<file path="src/rtl/pc_fetch_unit.sv">
// Program-counter and instruction-fetch stage.
//
// Issues word-addressed read requests to instruction memory, registers the
// returned instruction together with its address, and handles downstream
// stalls and taken-branch redirects.
//
// Ports:
//   clk, rst          clock; asynchronous active-high reset
//   branch            taken-branch request (honoured only while instr_valid=1)
//   offset_in         signed word offset, relative to pc_out + 1
//   stall             downstream hazard: freeze PC and held instruction
//   imem_req/addr     instruction-memory request and word address
//   imem_ack/rdata    memory response for the pending request
//   instr, pc_out     registered instruction and its word address
//   instr_valid       instr/pc_out are valid
//   flush             one-cycle pulse while a redirect is in progress
module pc_fetch_unit #(
  parameter logic [31:0] RESET_PC = 32'h0000_0000,
  parameter int unsigned OFFSET_W = 16
) (
  input  logic                clk,
  input  logic                rst,
  input  logic                branch,
  input  logic [OFFSET_W-1:0] offset_in,
  input  logic                stall,
  output logic                imem_req,
  output logic [31:0]         imem_addr,
  input  logic                imem_ack,
  input  logic [31:0]         imem_rdata,
  output logic [31:0]         instr,
  output logic                instr_valid,
  output logic [31:0]         pc_out,
  output logic                flush
);

  typedef enum logic [1:0] {
    StIdle,
    StFetch,
    StHold,
    StRedirect
  } state_e;

  state_e      state_q;
  logic [31:0] pc_q;
  logic [31:0] instr_q;
  logic [31:0] pc_out_q;
  logic        valid_q;
  logic        flush_q;

  logic [31:0] offset_ext;
  logic [31:0] target;
  logic        take_branch;

  assign offset_ext = 32'(signed'(offset_in));
  // Unsigned 32-bit add wraps naturally in both directions.
  assign target     = pc_out_q + 32'd1 + offset_ext;

  // A branch only refers to a valid held instruction; HOLD keeps that
  // instruction, so a branch during a stall is still honoured.
  assign take_branch = branch && valid_q && ((state_q == StFetch) || (state_q == StHold));

  always_ff @(posedge clk or posedge rst) begin
    if (rst) begin
      state_q  <= StIdle;
      pc_q     <= RESET_PC;
      instr_q  <= 32'd0;
      pc_out_q <= 32'd0;
      valid_q  <= 1'b0;
      flush_q  <= 1'b0;
    end else begin
      flush_q <= 1'b0;
      unique case (state_q)
        // One dead cycle after reset so a stale response is never captured.
        StIdle: state_q <= StFetch;

        StFetch: begin
          if (take_branch) begin
            pc_q    <= target;
            valid_q <= 1'b0;
            flush_q <= 1'b1;
            state_q <= StRedirect;
          end else if (stall) begin
            // Any ack on this edge is dropped; the same PC is re-requested.
            if (valid_q) state_q <= StHold;
          end else if (imem_ack) begin
            instr_q  <= imem_rdata;
            pc_out_q <= pc_q;
            valid_q  <= 1'b1;
            pc_q     <= pc_q + 32'd1;
          end else begin
            valid_q <= 1'b0;
          end
        end

        StHold: begin
          if (take_branch) begin
            pc_q    <= target;
            valid_q <= 1'b0;
            flush_q <= 1'b1;
            state_q <= StRedirect;
          end else if (!stall) begin
            state_q <= StFetch;
          end
        end

        StRedirect: state_q <= StFetch;

        default: state_q <= StIdle;
      endcase
    end
  end

  // Request is a pure decode of the state register; the address is the PC
  // register, which only moves on an accepted ack or a redirect.
  assign imem_req    = (state_q == StFetch);
  assign imem_addr   = pc_q;
  assign instr       = instr_q;
  assign pc_out      = pc_out_q;
  assign instr_valid = valid_q;
  assign flush       = flush_q;

endmodule

</file>
<file path="config.mk">
export PLATFORM = sky130hd
export DESIGN_NAME = pc_fetch_unit
export DESIGN_NICKNAME = d
export VERILOG_FILES = /design/src/rtl/pc_fetch_unit.sv
export SDC_FILE = /design/constraint.sdc
export NUM_CORES = 1
export LEC_CHECK = 0
export CAP_MARGIN = 20
export CORE_UTILIZATION = 52
export DETAILED_ROUTE_END_ITERATION = 7
export PLACE_DENSITY = 0.93
export SETUP_SLACK_MARGIN = 0.05
export SLEW_MARGIN = 20
export SYNTH_ARGS = -nofsm -noshare
export SYNTH_HDL_FRONTEND = slang
export SYNTH_SLANG_ARGS = --single-unit
export TNS_END_PERCENT = 20
</file>
<file path="constraint.sdc">
create_clock -name clk -period 5.22 [get_ports clk]
set_input_delay 0.783 -clock clk [delete_from_list [all_inputs] [get_ports clk]]
set_output_delay 0.783 -clock clk [all_outputs]
set_load 0.1 [all_outputs]
</file>
==> results.md <==
* Status: finished with violations
* Failing checks: DRC
* Commonest cells in the netlist: 100 x dfrtp_1, 67 x a21oi_1, 66 x mux2_2, 47 x nor2_1, 42 x nand2_1
* First DRT Iteration DRCs at 596
* Gr ovfl total at 0
* Syn Area/Cell at 9.683 um2
* Post-synth EDFFs at 0
* Synth Net Count at 733
* Post-route ant nets at 0
* Tmin final at 3566 ps
* Max-slew headroom at 31.92%
* Latest clock arrival within the worst-skew pair at 360 ps
* Fmax achieved at 280.4 MHz
* Buf/Inv on CP at 3
* Boundary pin count at 152
* # rows at 39
* H-tree depth at 3
* Vias in the first global route at 5929
* Final period util at 68.32%
* P&R area growth vs syn at 30.64%
* Layout Skew at 8.728 ps
* RR Endpoint: instr[23]
* Critical path depth at 12
* WS Path Type: in -> reg
* Post-layout nets at 875
* Routed vias at 5780
* R2R setup slack at 2040 ps
* Slowest-stage cell, CP: fa_1
* Async S/R FF share, synth at 100.0%
* Post_cts resized at 0
* Max stage delay on crit path at 420 ps
* Total GRT Usage at 29.62%
* Initial antenna violation count at 0
* RSZ-0062 raised after global routing: no
* IO buf count at 151
* Layout fillers at 852
* Critical path required time at 5470 ps
* CTS tree: done
* CP Capture Type: flop
* Dominant cells by area after synthesis: dfrtp_1 40%, mux2_2 12%, ha_1 7.0%
* Clock Path Buffers at 2
* Yosys top cell by area: dfrtp_1
* Setup Fix Bufs, Post-CTS at 0
* Share of the synthesized area in the top cell type at 40.13%
* GP Congestion at 0.9811
* Clk pin slew, worst setup/hold paths at 70 ps
* Die width at 111.5 um
* Largest net degree at the start of global routing at 65
* Post-Syn Instances at 644
* Antenna fix cells at 0
* Final-report max-slew violation count at 0
* Root buf cell: clkbuf_16
* Via-to-Cell Ratio at 6.195
* Ys Warns at 0
* Critical Path AT at 3810 ps
* First-pass GRT wire length at 29510 um
* Post-Syn Area at 0.006236 mm2
* Sequential area share after synthesis at 40.13%
* End point of the critical path: imem_addr[30]
* Most common cell in the netlist: dfrtp_1
* Core Region at 0.01156 mm2
* Critical path launch point type: input pin
* Layout cells sized above 1 at 13.42%
* Final wirelength at 17820 um
* Post-route setup TNS at 0 ps
* DP HPWL at 13020 um
* Cts hold-fix bufs at 0
* Critical path, cell by cell: clkdlybuf4s50_1, inv_1, ha_1, inv_1, fa_1, a211o_1, a311o_1, a221oi_2, nor3_1, a21oi_1, o31ai_1, a211o_1
* DR WL/cell at 19.10 um
* RR Startpoint: state_q[0]
* CTS sink count at 100
* Reg2reg path depth at 7
* DRC at 10
* Post-synth cell types at 63
* Predominant post-synthesis flop cell: dfrtp_1
* Hold WC Path Type: reg -> reg
* Final setup viols at 0
* Initial core utilization at 53.92%
* Die Ht at 111.5 um
* Final Hold Viols at 0
* Die area at 0.01243 mm2
* TritonCTS Buffers at 9
* Worst Max-Slew Pin Slew at 1018 ps
* Max Cap Viol at 0
* First-pass DRT Iterations at 8
* Seq cells post-synth at 100
* Crit-path leading delay family: compound AO/OA/AOI/OAI gates
* Crit path max fanout at 4
* Critical Path Source: offset_in[0]
* Final Core Density at 70.44%
-- cells in the final DEF (no fill, tap or decap), drive strengths merged, types with 7 or more instances in the layout --
cell type      count
nor2              47
a21oi             67
nand4              8
nor3              10
clkbuf            10
o21a               7
xor2              11
clkdlybuf4s50    151
nand2b             7
a31oi             11
nand2             43
ha                35
xnor2             16
inv               20
o22ai             13
mux2              67
nand3             23
a21o              18
dfrtp            100
o21ai             37
-- flip-flops by register name, summed over array words and instances, names as in the netlist --
name         cells
instr           32
pc_out          32
imem_addr       32
state_q          2
instr_valid      1
flush            1
-- layout make-up --
cell class	instances	area, um2	area share, %
Clock inverter	5	38.79	0.4761
Tap cell	143	178.9	2.196
Multi-Input combinational cell	498	3557	43.66
Timing Repair Buffer	156	1549	19.01
Sequential cell	100	2502	30.72
Inverter	21	81.33	0.9983
Clock buffer	10	239.0	2.933
-- cell families after synthesis --
family          count (synthesis)  share of synthesized area, %
compound gates                201                         20.37
simple gates                  167                         13.26
flops                         100                         40.13
mux                            67                         12.16
buf+inv                        46                         2.949
fa+ha+maj                      36                         7.344
xor+xnor                       27                         3.792
-- routing by layer --
metal	track usage (%)	wire length, um	vias up
li1	-	-	2669
met1	36.71	7251	2799
met2	50.88	8901	268
met3	4.300	1219	44
met4	14.32	444	0
met5	0	0	-
-- stage by stage --
stage	std cells	hold WS, ps	setup WS (ps)	area (um2)
floorplan	644	544.7	1818	6236
global placement	918	487.8	1404	7869
detailed placement	918	494.1	1295	7869
CTS	933	509.1	1661	8147
global route	933	514.6	1432	8147
finish	933	508.3	1654	8147
-- worst min-delay path by stage --
stage	startpoint	endpoint	slack [ps]	cells after the start
2_1_floorplan	state_q[1]	state_q[1]	540	2
3_3_place_gp	instr[7]	instr[7]	490	1
3_5_place_dp	instr[1]	instr[1]	490	1
4_1_cts	instr[1]	instr[1]	510	1
5_1_grt	instr[22]	instr[22]	510	1
6_report	instr[1]	instr[1]	510	1
Power is left out: the tool's default activity adds up to more than one toggle a clock period on the data nets, which glitch-free logic cannot reach.
